[config.mk]
export PLATFORM = sky130hd
export DESIGN_NAME = div_unit
export DESIGN_NICKNAME = d
export VERILOG_FILES = /design/src/rtl/div_unit.sv
export SDC_FILE = /design/constraint.sdc
export NUM_CORES = 1
export LEC_CHECK = 0
export CAP_MARGIN = 40
export CORE_MARGIN = 8
export CORE_UTILIZATION = 63
export CTS_BUF_LIST = sky130_fd_sc_hd__clkbuf_2 sky130_fd_sc_hd__clkbuf_4 sky130_fd_sc_hd__clkbuf_8
export DETAILED_ROUTE_END_ITERATION = 7
export MAX_ROUTING_LAYER = met4
export PLACE_DENSITY = 0.89
export SLEW_MARGIN = 25
export SYNTH_ARGS = -nofsm -noshare
export SYNTH_HDL_FRONTEND = slang
export SYNTH_SLANG_ARGS = --single-unit
[constraint.sdc]
create_clock -name clk -period 8.85 [get_ports clk]
set_input_delay 1.3275 -clock clk [delete_from_list [all_inputs] [get_ports clk]]
set_output_delay 1.3275 -clock clk [all_outputs]
set_load 0.01 [all_outputs]
[src/rtl/div_unit.sv]
// Multi-cycle radix-2 restoring divider for DIV/DIVU, one quotient bit per clock.
// Optional DIV_DBZ_FLAG_EN adds a registered div_by_zero_o flag that accompanies ready_o.
//
// state    | meaning
// ---------+--------------------------------------------------------------
// S_FREE   | idle, outputs cleared, waiting for an un-annulled start
// S_BYZERO | divisor was zero, one edge to park a zero result
// S_ON     | iterating; counter counts completed quotient bits
// S_END    | result and ready held until start drops
module div_unit #(
    parameter int DATA_W = 32,
    parameter int CNT_W  = 6
) (
    input  logic                clk,
    input  logic                rst,
    input  logic                signed_div_i,
    input  logic [DATA_W-1:0]   opdata1_i,
    input  logic [DATA_W-1:0]   opdata2_i,
    input  logic                start_i,
    input  logic                annul_i,
    output logic [2*DATA_W-1:0] result_o,
    output logic                ready_o
`ifdef DIV_DBZ_FLAG_EN
    ,
    output logic                div_by_zero_o
`endif
);

    typedef enum logic [1:0] {S_FREE, S_BYZERO, S_ON, S_END} state_t;

    state_t              state_q, state_d;
    logic [CNT_W-1:0]    cnt_q, cnt_d;
    logic [DATA_W-1:0]   dvd_q, dvd_d;
    logic [DATA_W-1:0]   dvs_q, dvs_d;
    logic [DATA_W-1:0]   rem_q, rem_d;
    logic                qneg_q, qneg_d;
    logic                rneg_q, rneg_d;
    logic [2*DATA_W-1:0] result_q, result_d;
    logic                ready_q, ready_d;
`ifdef DIV_DBZ_FLAG_EN
    logic                dbz_seen_q, dbz_seen_d;
    logic                dbz_q, dbz_d;
`endif

    logic [DATA_W:0]     shifted;
    logic [DATA_W:0]     trial;
    logic                borrow;
    logic [DATA_W-1:0]   abs1, abs2;
    logic [DATA_W-1:0]   q_fin, r_fin;

    // The partial remainder is always below the divisor, so when the shifted
    // value overflows DATA_W bits the difference still fits and its MSB is 0:
    // the extra MSB of the DATA_W+1 bit trial is exactly the borrow.
    assign shifted = {rem_q, dvd_q[DATA_W-1]};
    assign trial   = shifted - {1'b0, dvs_q};
    assign borrow  = trial[DATA_W];

    assign abs1  = (signed_div_i && opdata1_i[DATA_W-1]) ? -opdata1_i : opdata1_i;
    assign abs2  = (signed_div_i && opdata2_i[DATA_W-1]) ? -opdata2_i : opdata2_i;
    assign q_fin = qneg_q ? -dvd_q : dvd_q;
    assign r_fin = rneg_q ? -rem_q : rem_q;

    always_comb begin
        state_d  = state_q;
        cnt_d    = cnt_q;
        dvd_d    = dvd_q;
        dvs_d    = dvs_q;
        rem_d    = rem_q;
        qneg_d   = qneg_q;
        rneg_d   = rneg_q;
        result_d = result_q;
        ready_d  = ready_q;
`ifdef DIV_DBZ_FLAG_EN
        dbz_seen_d = dbz_seen_q;
        dbz_d      = dbz_q;
`endif
        case (state_q)
            S_FREE: begin
                result_d = '0;
                ready_d  = 1'b0;
`ifdef DIV_DBZ_FLAG_EN
                dbz_d    = 1'b0;
`endif
                if (start_i && !annul_i) begin
                    if (opdata2_i == '0) begin
                        state_d = S_BYZERO;
`ifdef DIV_DBZ_FLAG_EN
                        dbz_seen_d = 1'b1;
`endif
                    end else begin
                        state_d = S_ON;
                        dvd_d   = abs1;
                        dvs_d   = abs2;
                        rem_d   = '0;
                        cnt_d   = '0;
                        qneg_d  = signed_div_i & (opdata1_i[DATA_W-1] ^ opdata2_i[DATA_W-1]);
                        rneg_d  = signed_div_i & opdata1_i[DATA_W-1];
`ifdef DIV_DBZ_FLAG_EN
                        dbz_seen_d = 1'b0;
`endif
                    end
                end
            end
            S_BYZERO: begin
                if (annul_i) begin
                    state_d = S_FREE;
                end else begin
                    state_d = S_END;
                    dvd_d   = '0;
                    rem_d   = '0;
                    qneg_d  = 1'b0;
                    rneg_d  = 1'b0;
                end
            end
            S_ON: begin
                if (annul_i) begin
                    state_d = S_FREE;
                end else begin
                    rem_d = borrow ? shifted[DATA_W-1:0] : trial[DATA_W-1:0];
                    dvd_d = {dvd_q[DATA_W-2:0], ~borrow};
                    cnt_d = cnt_q + 1'b1;
                    if (cnt_q == CNT_W'(DATA_W - 1)) begin
                        state_d = S_END;
                    end
                end
            end
            S_END: begin
                if (!start_i) begin
                    state_d  = S_FREE;
                    ready_d  = 1'b0;
                    result_d = '0;
`ifdef DIV_DBZ_FLAG_EN
                    dbz_d    = 1'b0;
`endif
                end else begin
                    ready_d  = 1'b1;
                    result_d = {r_fin, q_fin};
`ifdef DIV_DBZ_FLAG_EN
                    dbz_d    = dbz_seen_q;
`endif
                end
            end
            default: state_d = S_FREE;
        endcase
    end

    always_ff @(posedge clk) begin
        if (rst) begin
            state_q  <= S_FREE;
            cnt_q    <= '0;
            dvd_q    <= '0;
            dvs_q    <= '0;
            rem_q    <= '0;
            qneg_q   <= 1'b0;
            rneg_q   <= 1'b0;
            result_q <= '0;
            ready_q  <= 1'b0;
`ifdef DIV_DBZ_FLAG_EN
            dbz_seen_q <= 1'b0;
            dbz_q      <= 1'b0;
`endif
        end else begin
            state_q  <= state_d;
            cnt_q    <= cnt_d;
            dvd_q    <= dvd_d;
            dvs_q    <= dvs_d;
            rem_q    <= rem_d;
            qneg_q   <= qneg_d;
            rneg_q   <= rneg_d;
            result_q <= result_d;
            ready_q  <= ready_d;
`ifdef DIV_DBZ_FLAG_EN
            dbz_seen_q <= dbz_seen_d;
            dbz_q      <= dbz_d;
`endif
        end
    end

    assign result_o = result_q;
    assign ready_o  = ready_q;
`ifdef DIV_DBZ_FLAG_EN
    assign div_by_zero_o = dbz_q;
`endif

endmodule

======== Yosys cells after proc, flatten, opt, wreduce, memory -nomap -nowiden ========
Cells that the tools add are included.
word-level totals
  logic and storage cells ................. 81
  input port bits ......................... 69
  bits in registers ....................... 171
cells by class
  multiplexer cells ....................... 36
  add/sub/neg operators ................... 6
  reductions and logical operators ........ 15
  eq/ne operators ......................... 10
  bitwise gates (word level) .............. 5
operator list
  kind                                                                   count
  32-bit two-way mux                                                     12
  32-bit one-hot mux with 3 select lines                                 2
  32-bit negator                                                         4
  64-bit one-hot mux with 2 select lines                                 1
  64-bit two-way mux                                                     1
  33-bit by 32-bit subtractor with 33-bit output                         1
  32-bit logical NOT                                                     1
  6-bit two-way mux                                                      3
  2-bit two-way mux                                                      6
  6-bit one-hot mux with 2 select lines                                  1
  2-bit != test, second input constant                                   5
  2-bit one-hot mux with 4 select lines                                  1
  4-bit AND reduction                                                    2
  6-bit by 1-bit adder with 6-bit output, second input constant          1
  6-bit by 5-bit equality test with 1-bit output, second input constant  1
  1-bit two-way mux                                                      6
  1-bit one-hot mux with 2 select lines                                  3
  3-bit AND reduction                                                    2
  2-bit nonzero test                                                     3
  5-bit AND reduction                                                    1
  2-bit equality test, second input constant                             2
  1-bit logical AND                                                      3
  3-bit != test, second input constant                                   1
  3-bit nonzero test                                                     1
  6 further kinds                                                        8

======== Depth between registers and ports, before layout ========
  word-level depth ........................ 5
  gate-level depth with buffers ........... 12
  mapped depth without buffers ............ 11

======== Least setup slack after synthesis ========
OpenSTA, ideal clock, no wires.
  path kind ............................... in2reg
  start point ............................. in opdata2_i[4]
  end point ............................... reg rem_q[22]
  path slack .............................. 4,982 ps
  required time ........................... 8,771 ps
  library setup time ...................... 79 ps
  arrival ................................. 3,789 ps
  stages on the path ...................... 9
  path through ............................ or4_1 > nor4b_2 > nand4_1 > o21ai_1 > o2bb2ai_1 > clkbuf_1 > clkbuf_1 > nand2_1 > o211ai_1
on the way
  longest elaborated chain between the ends .. 3
ends and longest elaborated chain
  what                                  RTL line  text
  start: declaration                    18        input logic [DATA_W-1:0] opdata2_i,
  32-bit logical NOT                    85        if (opdata2_i == '0) begin
  2-bit != test (no source line)        n/a
  5-bit AND reduction (no source line)  n/a
  end signal: assignment                167       rem_q <= rem_d;
  end: declaration                      35        logic [DATA_W-1:0] rem_q, rem_d;
Every way passes these cells.
A chain may end at the register's enable or synchronous reset.

======== Worst setup path after layout ========
  start point ............................. in opdata2_i[4]
  end point ............................... reg rem_q[26]
Same word-level chain as after synthesis.

==> results.yml <==
worst_setup_path:
  timing.rr.end: "rem_q[2]"
  critPathArrivalTime_ns: 5.09
  rr_worst_depth: 9
  crit_path_end_kind: "flip-flop"
  crit_path_max_fanout: 17
  critical_path_class: "in2reg"
  required_ns: 9.22
  reg2reg_from: "rem_q[1]"
  reg2reg_setup_slack_ns: 4.70
  worst_setup_path_start_kind: "input pin"
cts:
  cts_sinks: 171
  postCtsHoldBufs: 0
  cts_resized: 0
  cts_root_buf: "clkbuf_8"
  clk_pin_slew_ns: 0.10
  post_cts_buffers: 0
  htree_levels: 4
  cts_made_buffers: 17
  insertion_delay_ns: 0.47
  cts_buffer_depth: 2
  cts_tree: "built"
power_and_ir_drop:
  p_per_area_nw_per_um2: 234.1
  power.leakage_uw: 0.004801
  vdd_ir_drop_max_uv: 301.7
drt:
  via_count: 10910
  drt_pass1_iterations: 6
  route.detailed.drc: 0
  ant_nets: 0
  post_drt_wl_per_cell_um: 18.17
  routed_via_density: 6.275
  totalWireLength_um: 31600
  dr.first_iter.drc_count: 1110
grt:
  grt_use_total_pct: 28.71
  grt_pass1_vias: 9853
  grt_pass1_wl_um: 50750
  overflow: 0
  antenna_found_initial: 0
  grt_max_degree: 82
min_path:
  worstHoldStart: "dvs_q[31]"
  whs_endpoint: "dvs_q[31]"
  hold_depth: 2
  hp-class: "reg2reg"
placement:
  post_dp_cell_area_um2: 12500
  place_congestion: 0.9790
  io_buffers: 133
  place_hpwl_um: 23800
sta:
  rsz0062_at_grt: "false"
  clock.fmax_ghz: 0.2115
  report.final.slew_viol_count: 0
  worst_pin_slew_ns: 0.8447
  min_period_ns: 4.729
  post-route-period-util_pct: 53.44
  slew_headroom_pct: 43.69
  fin_skew_ns: 0.01377
  setup_viol: 0
  tns_ns: 0
  hold_viol_final: 0
floorplanning:
  dieArea_um2: 22070
  rows: 48
  fp.dieW_um: 148.5
  placeableCoreArea_um2: 17240
  pin_count: 134
  initial_core_util_pct: 64.21
  fp.dieH_um: 148.5
synth:
  syn_inst: 1420
  synth_cell_type_count: 69
  synthesis.area_um2: 11070
  ys_seq_area_share_pct: 30.93
  syn_area_per_cell_um2: 7.794
  yosys_warnings: 0
  synth_enable_flop_cells: 0
  ys.flop_type: "dfxtp_1"
  async_flop_share_pct: 0
  synth_fp_nets: 1531
  ys_ff_latch: 171
run:
  drv_cap: 0
final_layout:
  nNetsFinal: 1612
  layout_commonest_cell: "dfxtp_1"
  mostFrequentLayoutCells: "dfxtp_1 (170), nor2_1 (165), nand2_1 (136), clkdlybuf4s50_1 (132), xnor2_1 (96)"
  area_growth_pct: 16.89
  finalInstanceArea_um2: 12940
  final_util_pct: 75.06
  drive_gt1_share_pct: 4.954
  fillers: 1364
  num_antenna_cells: 0
run_status:
  outcome: "completed"
## per-layer routing
metal  track usage (%)  wire length (µm)  vias to the layer above
met5                 -                 0                        -
met2             41.18             13540                      458
met3             6.259              3281                       29
met1             40.32             14430                     5086
met4             6.374               350                        0
li1                  -                 -                     5339
## metrics by stage
step                setup WS, ns  std cells  hold slack (ns)  total power, µW
CTS                        4.224       1738           0.4578             2991
floorplan                  4.982       1420           0.4319             2035
global placement           3.853       1704           0.4419             2384
finish                     4.121       1739           0.4606             3028
detailed placement         3.731       1706           0.4467             2419
global route               3.841       1739           0.4902             3219
## state kept, by name, indices dropped and copies added, names as in the netlist
register  count
state_q       2
result_o     64
dvd_q        32
qneg_q        1
cnt_q         6
dvs_q        32
ready_o       1
rneg_q        1
rem_q        32
## worst max-delay path by stage
stage	startpoint	end	slack, ns	depth (start not counted)
final	opdata2_i[4]	rem_q[26]	4.12	9
after global routing	opdata2_i[10]	rem_q[26]	3.84	9
after CTS	opdata2_i[4]	rem_q[26]	4.22	9
after detailed placement	opdata2_i[4]	rem_q[26]	3.73	9
after global placement	opdata2_i[4]	rem_q[26]	3.85	9
after floorplan	opdata2_i[4]	rem_q[22]	4.98	9
## kinds of logic after synthesis
logic type	synth area share (%)
AOI/OAI and AO/OA	27.26
xor gates and xnor gates	11.32
adders and majority gates	4.816
buffers and inverters	4.827
DFF	30.93
muxes	0.6331
and+or+nand+nor	20.22
## report_power, final
part | internal (µW) | switching (µW) | leakage, µW | total (µW)
registers | 863 | 141 | 0.00139 | 1000
logic | 527 | 911 | 0.00321 | 1440
clock network | 261 | 324 | 0.000205 | 585
total | 1650 | 1380 | 0.00480 | 3030
## area by class of cell
type / count / area [µm²] / share of cell area, %
inverters: 57 / 214.0 / 1.654
clock buffers: 17 / 234.0 / 1.809
repair buffers: 147 / 1458 / 11.27
multi-input cells: 1107 / 7149 / 55.26
well taps: 225 / 281.5 / 2.176
clock inverters: 15 / 176.4 / 1.364
flip-flops and latches: 171 / 3425 / 26.47
## worst max-delay path: stages
cell and delay, ns:
clkdlybuf4s50_1 0.45, or4_1 0.62, nor4b_2 0.62, nand4_1 0.39, o21ai_1 0.57, nand2_1 0.15, nand2_1 0.52, nor4_1 0.14
a221o_1 0.31
## synthesized netlist by cell type (41+ instances only)
cell type | instances | area [µm²]
clkbuf_1 | 80 | 300.3
nand2_1 | 136 | 510.5
dfxtp_1 | 171 | 3423
a21oi_1 | 84 | 420.4
nor2_1 | 168 | 630.6
a22oi_1 | 52 | 390.4
inv_1 | 57 | 214.0
ha_1 | 41 | 513.0
o21ai_0 | 70 | 350.3
a211oi_1 | 43 | 322.8
xor2_1 | 47 | 411.6
xnor2_1 | 96 | 840.8
(Power assumes the default switching activity.)
